**config.mk**
```make
export PLATFORM = sky130hd
export DESIGN_NAME = sar10b_rx
export DESIGN_NICKNAME = d
export VERILOG_FILES = /design/src/rtl/sar10b_rx.sv
export SDC_FILE = /design/constraint.sdc
export NUM_CORES = 1
export LEC_CHECK = 0
export CAP_MARGIN = 30
export CELL_PAD_IN_SITES_DETAIL_PLACEMENT = 1
export CELL_PAD_IN_SITES_GLOBAL_PLACEMENT = 2
export CORE_ASPECT_RATIO = 0.9
export CORE_MARGIN = 10
export CORE_UTILIZATION = 30
export CTS_CLUSTER_DIAMETER = 150
export DETAILED_ROUTE_END_ITERATION = 8
export PLACE_DENSITY = 0.64
export SYNTH_ARGS = -nofsm -noshare
export SYNTH_HDL_FRONTEND = slang
export SYNTH_SLANG_ARGS = --single-unit
```
**constraint.sdc**
```tcl
create_clock -name CLK -period 7 [get_ports CLK]
set_input_delay 1.4 -clock CLK [delete_from_list [all_inputs] [get_ports CLK]]
set_output_delay 1.4 -clock CLK [all_outputs]
set_load 0.02 [all_outputs]
```
**src/rtl/sar10b_rx.sv**
```systemverilog
// rtl/sar10b_rx.sv - SAR 10-bit result receiver: CKO sync, capture, averaging, show-ahead FIFO
module sar10b_rx #(
  parameter int SYNC_STAGES = 2,
  parameter int FIFO_DEPTH  = 4,
  parameter int TIMEOUT     = 1023
) (
  input  logic                          CLK,
  input  logic                          RST_N,
  input  logic                          EN,
  input  logic                          CKO,
  input  logic [0:9]                    DATA,
  input  logic [1:0]                    AVG_SEL,
  input  logic                          CLR,
  output logic [9:0]                    OUT_DATA,
  output logic                          OUT_VALID,
  input  logic                          OUT_READY,
  output logic [$clog2(FIFO_DEPTH):0]   LEVEL,
  output logic                          OVF,
  output logic                          TMO
);

  localparam int AW = $clog2(FIFO_DEPTH);
  localparam int LW = AW + 1;
  localparam int TW = $clog2(TIMEOUT + 1);

  logic [SYNC_STAGES-1:0] cko_sync;
  logic                   sync_d;
  logic                   edge_p;
  logic [9:0]             data_rev;
  logic                   cap_valid;
  logic [9:0]             cap_data;

  logic [2:0]  cnt;
  logic [1:0]  avg_lat;
  logic [12:0] acc;
  logic [1:0]  shift;
  logic [2:0]  last_cnt;
  logic [12:0] sum;
  logic        last;
  logic        push;
  logic [9:0]  avg_result;

  logic [9:0]    mem [FIFO_DEPTH];
  logic [AW-1:0] wr_ptr;
  logic [AW-1:0] rd_ptr;
  logic [LW-1:0] level;
  logic          full;
  logic          do_pop;
  logic          do_push;
  logic          ovf_evt;

  logic [TW-1:0] tmo_cnt;
  logic          tmo_evt;

  // History keeps running with EN low so a CKO already high at enable is not a new edge
  always_ff @(posedge CLK) begin
    if (!RST_N) begin
      cko_sync <= '0;
      sync_d   <= 1'b0;
    end else begin
      cko_sync <= {cko_sync[SYNC_STAGES-2:0], CKO};
      sync_d   <= cko_sync[SYNC_STAGES-1];
    end
  end

  assign edge_p = cko_sync[SYNC_STAGES-1] & ~sync_d;

  always_comb begin
    data_rev = '0;
    for (int i = 0; i < 10; i++) data_rev[9-i] = DATA[i];
  end

  always_ff @(posedge CLK) begin
    if (!RST_N) begin
      cap_valid <= 1'b0;
      cap_data  <= '0;
    end else begin
      cap_valid <= edge_p && EN;
      if (edge_p) cap_data <= data_rev;
    end
  end

  // The first sample of a group uses the live AVG_SEL; later samples use the latched copy
  always_comb begin
    shift = (cnt == 3'd0) ? AVG_SEL : avg_lat;
    case (shift)
      2'd0:    last_cnt = 3'd0;
      2'd1:    last_cnt = 3'd1;
      2'd2:    last_cnt = 3'd3;
      default: last_cnt = 3'd7;
    endcase
    sum        = acc + 13'(cap_data);
    last       = (cnt == last_cnt);
    push       = cap_valid && EN && last;
    avg_result = 10'(sum >> shift);
  end

  always_ff @(posedge CLK) begin
    if (!RST_N || !EN) begin
      cnt     <= '0;
      acc     <= '0;
      avg_lat <= '0;
    end else if (cap_valid) begin
      if (cnt == 3'd0) avg_lat <= AVG_SEL;
      if (last) begin
        cnt <= '0;
        acc <= '0;
      end else begin
        cnt <= cnt + 3'd1;
        acc <= sum;
      end
    end
  end

  assign full    = (level == LW'(FIFO_DEPTH));
  assign do_pop  = OUT_VALID && OUT_READY;
  assign do_push = push && (!full || do_pop);
  assign ovf_evt = push && full && !do_pop;

  always_ff @(posedge CLK) begin
    if (do_push) mem[wr_ptr] <= avg_result;
  end

  always_ff @(posedge CLK) begin
    if (!RST_N) begin
      wr_ptr <= '0;
      rd_ptr <= '0;
      level  <= '0;
    end else begin
      if (do_push) wr_ptr <= wr_ptr + AW'(1);
      if (do_pop)  rd_ptr <= rd_ptr + AW'(1);
      level <= level + LW'(do_push) - LW'(do_pop);
    end
  end

  assign OUT_VALID = (level != '0);
  assign OUT_DATA  = OUT_VALID ? mem[rd_ptr] : '0;
  assign LEVEL     = level;

  // Fires once, on the increment that reaches TIMEOUT; the counter then saturates
  assign tmo_evt = EN && !edge_p && (tmo_cnt == TW'(TIMEOUT - 1));

  always_ff @(posedge CLK) begin
    if (!RST_N || !EN || edge_p) tmo_cnt <= '0;
    else if (tmo_cnt != TW'(TIMEOUT)) tmo_cnt <= tmo_cnt + TW'(1);
  end

  always_ff @(posedge CLK) begin
    if (!RST_N) begin
      OVF <= 1'b0;
      TMO <= 1'b0;
    end else begin
      OVF <= (OVF && !CLR) || ovf_evt;
      TMO <= (TMO && !CLR) || tmo_evt;
    end
  end

endmodule

```
Word-level counts from Yosys, hierarchy flattened
Memory sizes are Yosys's and may differ from the RTL's. A register that Yosys moved wholly into a read port is not among the register bits.
Index checks and enable logic that the tools add are counted.
Word-level totals
  input bits: 18
  register bits: 51
  memories: 1
  logic and storage cells: 64
  memory bits (writable): 40
  output and inout bits: 16
Cells by class
  shifts and indexed selects: 1
  equality and inequality tests: 6
  add/subtract/negate cells: 7
  bitwise logic cells: 2
  multiplexer cells: 9
  reduce and logical (&&, ||, !) cells: 25
Memories
  mem: depth 4, bits a word 10, read ports 1, clocked after Yosys merged registers in 1, wr ports 1, line 43  | logic [9:0] mem [FIFO_DEPTH];
Operators by type and width (number)
  13-bit by 10-bit adder with 13-bit output: 1
  13-bit 2-to-1 mux: 1
  13-bit by 2-bit >> shifter with 10-bit output: 1
  1-bit logical AND: 11
  10-bit by 1-bit adder with 10-bit output, second input constant: 1
  10-bit equality test, second input constant: 1
  10-bit 2-to-1 mux: 1
  10-bit != test, second input constant: 1
  3-bit case mux with 3 select lines: 1
  1-bit zero test: 6
  2-bit 2-to-1 mux: 3
  1-bit logical OR: 5
  2-bit by 1-bit adder with 2-bit output, second input constant: 2
  3-bit by 1-bit adder with 3-bit output: 1
  3-bit by 1-bit adder with 3-bit output, second input constant: 1
  3-bit equality test: 1
  3-bit equality test, second input constant: 1
  3-bit zero test: 1
  3-bit 2-to-1 mux: 1
  3-bit nonzero test: 1
  3-bit by 1-bit subtractor with 3-bit output: 1
  2-bit by 1-bit equality test with 1-bit output, second input constant: 1
  2-bit equality test, second input constant: 1
  2-bit zero test: 1
  3 further kinds: 4

Logic depth before layout (Yosys ltp)
Gate-level depths: netlist (run 1).
  depth after elaboration: 9
  mapped depth: 15
  depth with buffers taken out: 15

Worst setup path before layout (run 1)
OpenSTA, ideal clock, no wires.
  path type: input -> register
  start point: input AVG_SEL[0]
  end point: register level[2], in the netlist LEVEL[2]
  arrival: 3.748 ns
  data required time: 6.885 ns
  setup time: 0.115 ns
  buffers on the path: 0
  cell stages on the path: 13
  setup slack: 3.137 ns
  cell sequence: and4bb_1 a31oi_2 a2111oi_4 o21a_2 inv_1 ha_1 inv_1 ha_1 inv_1 fa_1 xnor2_1 xnor2_1 and2_1
On the way
  word-level cells in the longest chain between the ends: 8
  elaborated cells between the ends (all ways): 10
  classes of those cells: add/sub: 2; eq/ne: 3; mux: 2; reduce/logical: 3
Ends and longest elaborated chain
  start, declared: line 12  | input logic [1:0] AVG_SEL,
  2-bit 2-to-1 mux (*)
  2-bit equality test (tied with other cells): line 86  | case (shift)
  3-bit case mux with 3 select lines (*): line 86
  3-bit equality test (*): line 93  | last = (cnt == last_cnt);
  1-bit logical AND (*): line 94  | push = cap_valid && EN && last;
  1-bit logical AND (*): line 117  | assign do_push = push && (!full || do_pop);
  3-bit by 1-bit adder with 3-bit output (*): line 132  | level <= level + LW'(do_push) - LW'(do_pop);
  3-bit by 1-bit subtractor with 3-bit output (*): line 132
  end signal, assigned: line 132
  end, declared: line 46  | logic [LW-1:0] level;
Mark *: on every way between the ends. The rest lies on a longest branch, timed or not.
A chain may end at the register's enable or synchronous reset.

Worst setup path in the final report (run 1)
Ends and elaborated chain as after synthesis.

==> results.sh, run 1 <==
export IMPL_outcome="complete, no violations"
export IMPL_arrival_ns=4.63
export IMPL_grt_pass1_wl_mm=18.8
export IMPL_cts_buffer_depth=2
export IMPL_clock_root_buffer="clkbuf_16"
export IMPL_grt_pass1_vias=3457
export IMPL_grt_max_degree=27
export IMPL_clk_latency_ns=0.35
export IMPL_fillers=1736
export IMPL_drtIter0Drc=167
export IMPL_rsz0062_at_grt="no"
export IMPL_vias_per_cell=4.96
export IMPL_path_clk_slew_ns=0.07
export IMPL_multi_input_area_mm2=0.00236
export IMPL_fmax_mhz=228
export IMPL_die_area_mm2=0.0215
export IMPL_postCtsResizedCells=0
export IMPL_synth_async_reset_ratio=0
export IMPL_cts_inserted_buffers=9
export IMPL_path_max_fanout=8
export IMPL_setup_violations=0
export IMPL_synth_ff_type="dfxtp_1"
export IMPL_cp_start_kind="input port"
export IMPL_place_ws_ns=2.22
export IMPL_drive_gt1_frac=0.101
export IMPL_hold_viol_final=0
export IMPL_synthTopCellsByArea="edfxtp_1 (25%), dfxtp_1 (22%), ha_1 (5.2%)"
export IMPL_drc_errors=0
export IMPL_hp_class="reg2reg"
export IMPL_critPathRequiredTime_ns=7.24
export IMPL_yosys_warnings=0
export IMPL_diodes=0
export IMPL_synth_edf_count=40
export IMPL_cap_viol_max_count=0
export IMPL_r2r_cells=15
export IMPL_synth_seq_cells=93
export IMPL_grt_usage=0.108
export IMPL_io_buffers=33
export IMPL_layout_setup_ws_ns=2.61
export IMPL_timing_slew_headroom=0.448
export IMPL_cts_setup_buffers=0
export IMPL_place_gp_congestion=0.789
export IMPL_flow_area_growth_from_synthesis_pct=16.5
export IMPL_synth_area_leader_cell="edfxtp_1"
export IMPL_antenna_found_initial=0
export IMPL_period_needed_ns=4.39
export IMPL_totalWireLength_mm=11.4
export IMPL_timing_setup_tns_ns=0
export IMPL_hpwl_mm=8.56
export IMPL_holdPathStages=1
export IMPL_post_route_period_util=0.627
export IMPL_die_x_um=153
export IMPL_vdd_ir_drop_max_mv=0.126
export IMPL_syn_nets=476
export IMPL_seq_area_mm2=0.00226
export IMPL_start_util=0.308
export IMPL_cts_tree="done"
export IMPL_p_leak_nw=2.01
export IMPL_hold_buffers=0
export IMPL_yosysSeqAreaShare=0.472
export IMPL_slew_viol_final=0
export IMPL_first_pass_iters=4
export IMPL_worst_slew_pin_slew_ns=0.825
export IMPL_synth_avg_cell_area_um2=11.0
export IMPL_rows=43
export IMPL_wl_per_cell_um=17.0
export IMPL_overflow=0
export IMPL_path_class="in2reg"
export IMPL_ios=34
export IMPL_clock_sinks=93
export IMPL_netlist_area_mm2=0.00480
export IMPL_synth_cell_type_count=75
export IMPL_via_count=3312
export IMPL_cts_htree_levels=3
export IMPL_ant_nets=0
export IMPL_synth_top_cell_area_share=0.250
export IMPL_synth_cells=436
export IMPL_end_kind="flop"
export IMPL_powerDensity_mw_per_mm2=255
export IMPL_die_h_um=140
export IMPL_core_mm2=0.0155
export IMPL_fin_nets=501
export IMPL_fin_skew_ns=0.0101
[area by class of cell]
class,count,area share
Clock inverter,6,0.0130
Multi-Input combinational cell,304,0.422
Tap cell,202,0.0452
Clock buffer,10,0.0410
Inverter,17,0.0114
Timing Repair Buffer,36,0.0631
Sequential cell,93,0.405
[critical path, stage by stage]
cell and delay [ns]:
clkdlybuf4s50_1 0.50, nor4b_1 0.38, a31oi_1 0.15, o41ai_2 0.53, o21a_2 0.29, inv_1 0.06
ha_1 0.28, inv_1 0.06, ha_1 0.13, inv_1 0.05, fa_1 0.37, xnor2_1 0.15
xnor2_1 0.13, and2_1 0.15
[synth_stat cells (2+ instances only)]
cell,count
o21ai_0,5
nor2_1,26
dfxtp_1,53
nor3_1,4
mux2i_1,9
buf_6,3
edfxtp_1,40
or4b_1,2
clkbuf_1,13
inv_1,17
or3_1,2
nand3_1,12
and2_1,26
nand2b_1,6
a22o_1,9
xor2_1,4
nand4_1,6
buf_2,4
ha_1,20
a21oi_1,10
a21boi_0,12
nand2_1,41
o21ai_1,8
and3_1,5
xnor2_1,13
a31oi_1,5
a21o_1,6
nor2b_1,8
o211ai_1,2
o2bb2ai_1,2
fa_1,2
and4bb_1,2
mux4_2,10
a211oi_1,8
[metrics by stage]
| stage | area [µm²] | instances | hold WS (ns) | total power [mW] | utilization |
|---|---|---|---|---|---|
| after floorplan | 4800 | 436 | 0.412 | 0.812 | - |
| after global routing | 5590 | 668 | 0.484 | 1.50 | 0.359 |
| after detailed placement | 5290 | 652 | 0.431 | 0.941 | 0.340 |
| after global placement | 5280 | 651 | 0.429 | 0.933 | 0.340 |
| after CTS | 5590 | 668 | 0.445 | 1.45 | 0.359 |
| final | 5590 | 668 | 0.436 | 1.42 | 0.359 |
[cells in the final DEF, fill, tap and decap left out, types with 12 or more instances in the layout]
master and instances:
a21boi_0 12, dfxtp_1 53, edfxtp_1 40, and2_1 26
ha_1 20, inv_1 17, nand2_1 41, nand3_1 12
clkdlybuf4s50_1 33, nor2_1 26, xnor2_1 13
[logic make-up after synthesis]
family,count (synthesis),share of synthesized area
flip-flops,93,0.472
AND/OR/NAND/NOR,151,0.169
XOR/XNOR,17,0.0310
multiplexers,21,0.0728
adder cells (fa/ha/maj),22,0.0605
buffers and inverters,39,0.0370
AO/OA/AOI/OAI,93,0.158
[state kept, by name, summed over array words and instances (netlist names), 2 cells and up, named ones only]
name and count:
tmo_cnt 10, cko_sync 2, mem 40, LEVEL 3, avg_lat 2, cnt 3, acc 13, wr_ptr 2
cap_data 10, rd_ptr 2
[where the power goes]
| group | internal [mW] | switching, mW | total (mW) | leakage (nW) |
|---|---|---|---|---|
| sequential | 0.583 | 0.0328 | 0.616 | 0.795 |
| clock | 0.281 | 0.223 | 0.504 | 0.137 |
| combinational | 0.161 | 0.142 | 0.303 | 1.07 |
[worst paths after layout]
path | from | endpoint | slack, ns
worst max-delay path | AVG_SEL[0] | LEVEL[2] | 2.61
worst min register to register | cko_sync[0] | cko_sync[1] | 0.44
worst min-delay path | cko_sync[0] | cko_sync[1] | 0.44
worst max register to register | cnt[0] | LEVEL[2] | 3.42
[metal layers]
metal  track usage  wire (µm)  vias up
met1         0.136       5430     1622
met5             0          0        -
li1              -          -     1640
met4        0.0281        139        0
met3        0.0312        412       11
met2         0.175       5380       39
Power figures use the tool's default switching activity.
==> inputs of run 2 (changes only) <==
Settings changed: PLACE_DENSITY 0.64 to 0.67.
Clock period 7 ns to 3.9 ns, I/O delays scaled along.
==> run 2 against run 1 <==
Hold slack better by 0.019 ns; final area up 0.92%; non-clock buffer count up 7; critical path depth unchanged; largest power group unchanged; clock power up 77%; first-iteration DRC count down 20%; cell count up 1.0%; core utilization up 0.33 points; clock skew down 0.0031 ns.
==> results.sh, run 2 (same netlist as run 1, synthesis figures left out) <==
export IMPL_cap_viol_max_count=0
export IMPL_drive_gt1_frac=0.114
export IMPL_layout_setup_ws_ns=0.475
export IMPL_ios=34
export IMPL_vdd_ir_drop_max_mv=0.245
export IMPL_period_needed_ns=3.42
export IMPL_totalWireLength_mm=11.3
export IMPL_overflow=0
export IMPL_fmax_mhz=292
export IMPL_antenna_found_initial=0
export IMPL_clock_root_buffer="clkbuf_16"
export IMPL_arrival_ns=3.66
export IMPL_start_util=0.308
export IMPL_grt_usage=0.106
export IMPL_io_buffers=33
export IMPL_finalPower_mw=2.55
export IMPL_slew_viol_final=0
export IMPL_cts_inserted_buffers=9
export IMPL_hp_class="reg2reg"
export IMPL_die_h_um=140
export IMPL_cts_setup_buffers=0
export IMPL_outcome="complete, no violations"
export IMPL_largest_reg_flops=40
export IMPL_grt_max_degree=27
export IMPL_wl_per_cell_um=16.8
export IMPL_hpwl_mm=8.50
export IMPL_worst_slew_pin_slew_ns=0.734
export IMPL_drc_errors=0
export IMPL_critPathRequiredTime_ns=4.14
export IMPL_place_gp_congestion=0.769
export IMPL_diodes=0
export IMPL_mostFrequentLayoutCell="dfxtp_1"
export IMPL_path_max_fanout=5
export IMPL_setup_violations=0
export IMPL_grt_pass1_vias=3491
export IMPL_grt_pass1_wl_mm=18.6
export IMPL_cts_htree_levels=3
export IMPL_timing_slew_headroom=0.510
export IMPL_powerDensity_mw_per_mm2=452
export IMPL_final_cell_mix="dfxtp_1 (53), nand2_1 (41), edfxtp_1 (40)"
export IMPL_hold_slack_ns=0.456
export IMPL_reg_top3="mem (40), acc (13)"
export IMPL_drtIter0Drc=134
export IMPL_fin_nets=508
export IMPL_p_leak_nw=2.05
export IMPL_postCtsResizedCells=0
export IMPL_rsz0062_at_grt="no"
export IMPL_path_clk_slew_ns=0.06
export IMPL_cts_buffer_depth=2
export IMPL_cp_start_kind="input port"
export IMPL_core_mm2=0.0155
export IMPL_flow_area_growth_from_synthesis_pct=17.6
export IMPL_fin_skew_ns=0.00699
export IMPL_timing_setup_tns_ns=0
export IMPL_first_pass_iters=4
export IMPL_path_class="in2reg"
export IMPL_place_ws_ns=0.0944
export IMPL_clk_latency_ns=0.35
export IMPL_die_area_mm2=0.0215
export IMPL_cts_tree="done"
export IMPL_post_route_period_util=0.878
export IMPL_vias_per_cell=4.97
export IMPL_hold_viol_final=0
export IMPL_die_x_um=153
export IMPL_largest_register="mem"
export IMPL_via_count=3357
export IMPL_ant_nets=0
export IMPL_fillers=1727
export IMPL_end_kind="flop"
export IMPL_hold_buffers=0
export IMPL_rows=43
export IMPL_clock_sinks=93
[run 2: changes by cell type in the layout (fill, tap and decap cells not counted)]
cell / change
clkinv_4: +1
clkinvlp_4: -2
clkinv_2: +1
buf_4: +7
[run 2: where the power goes]
group	total [mW]	internal, mW	switching, mW	leakage, nW
Sequential	1.11	1.05	0.0588	0.795
Combinational	0.550	0.292	0.258	1.11
Clock	0.892	0.504	0.388	0.145
Total	2.55	1.84	0.705	2.05
[run 2: final cells by class]
cell class | count | area, µm² | share of cell area
clock buffers | 10 | 229 | 0.0406
clock inverters | 6 | 71.3 | 0.0126
inverters | 17 | 63.8 | 0.0113
multi-input cells | 304 | 2360 | 0.418
flip-flops and latches | 93 | 2260 | 0.401
well taps | 202 | 253 | 0.0448
repair buffers | 43 | 405 | 0.0719
[run 2: critical path, cell delays in order]
cell and delay, ns:
clkdlybuf4s50_1 0.47, and4bb_1 0.32, a311oi_2 0.06, a2111oi_4 0.46
o21a_2 0.21, inv_1 0.04, ha_1 0.27, inv_1 0.06
ha_1 0.13, inv_1 0.05, fa_1 0.37, xnor2_1 0.15
xnor2_1 0.12, and2_1 0.16
[run 2: routing by layer]
layer,part of all wire,global-route usage
met5,0,0
met3,0.033,0.0303
met4,0.012,0.0316
met1,0.48,0.132
met2,0.48,0.175
[run 2: path summary, 6_finish.rpt]
kind | from | end | slack [ns] | depth (start not counted)
max reg2reg | cnt[1] | LEVEL[2] | 0.64 | 15
max | AVG_SEL[1] | LEVEL[2] | 0.48 | 14
min reg2reg | cko_sync[0] | cko_sync[1] | 0.46 | 1
min | cko_sync[0] | cko_sync[1] | 0.46 | 1
[run 2: stage by stage]
stage,instance area [µm²],std cells,util
final,5640,675,0.363
after global routing,5640,675,0.363
after CTS,5640,675,0.363
after detailed placement,5340,659,0.343
after global placement,5340,659,0.343
after floorplan,4800,436,-
==> inputs of run 3 (changes only) <==
Settings changed: CTS_CLUSTER_DIAMETER 150 to 80.
==> results of run 3 <==
Same layout as run 2: the final DEF is identical, and so are final timing and power.
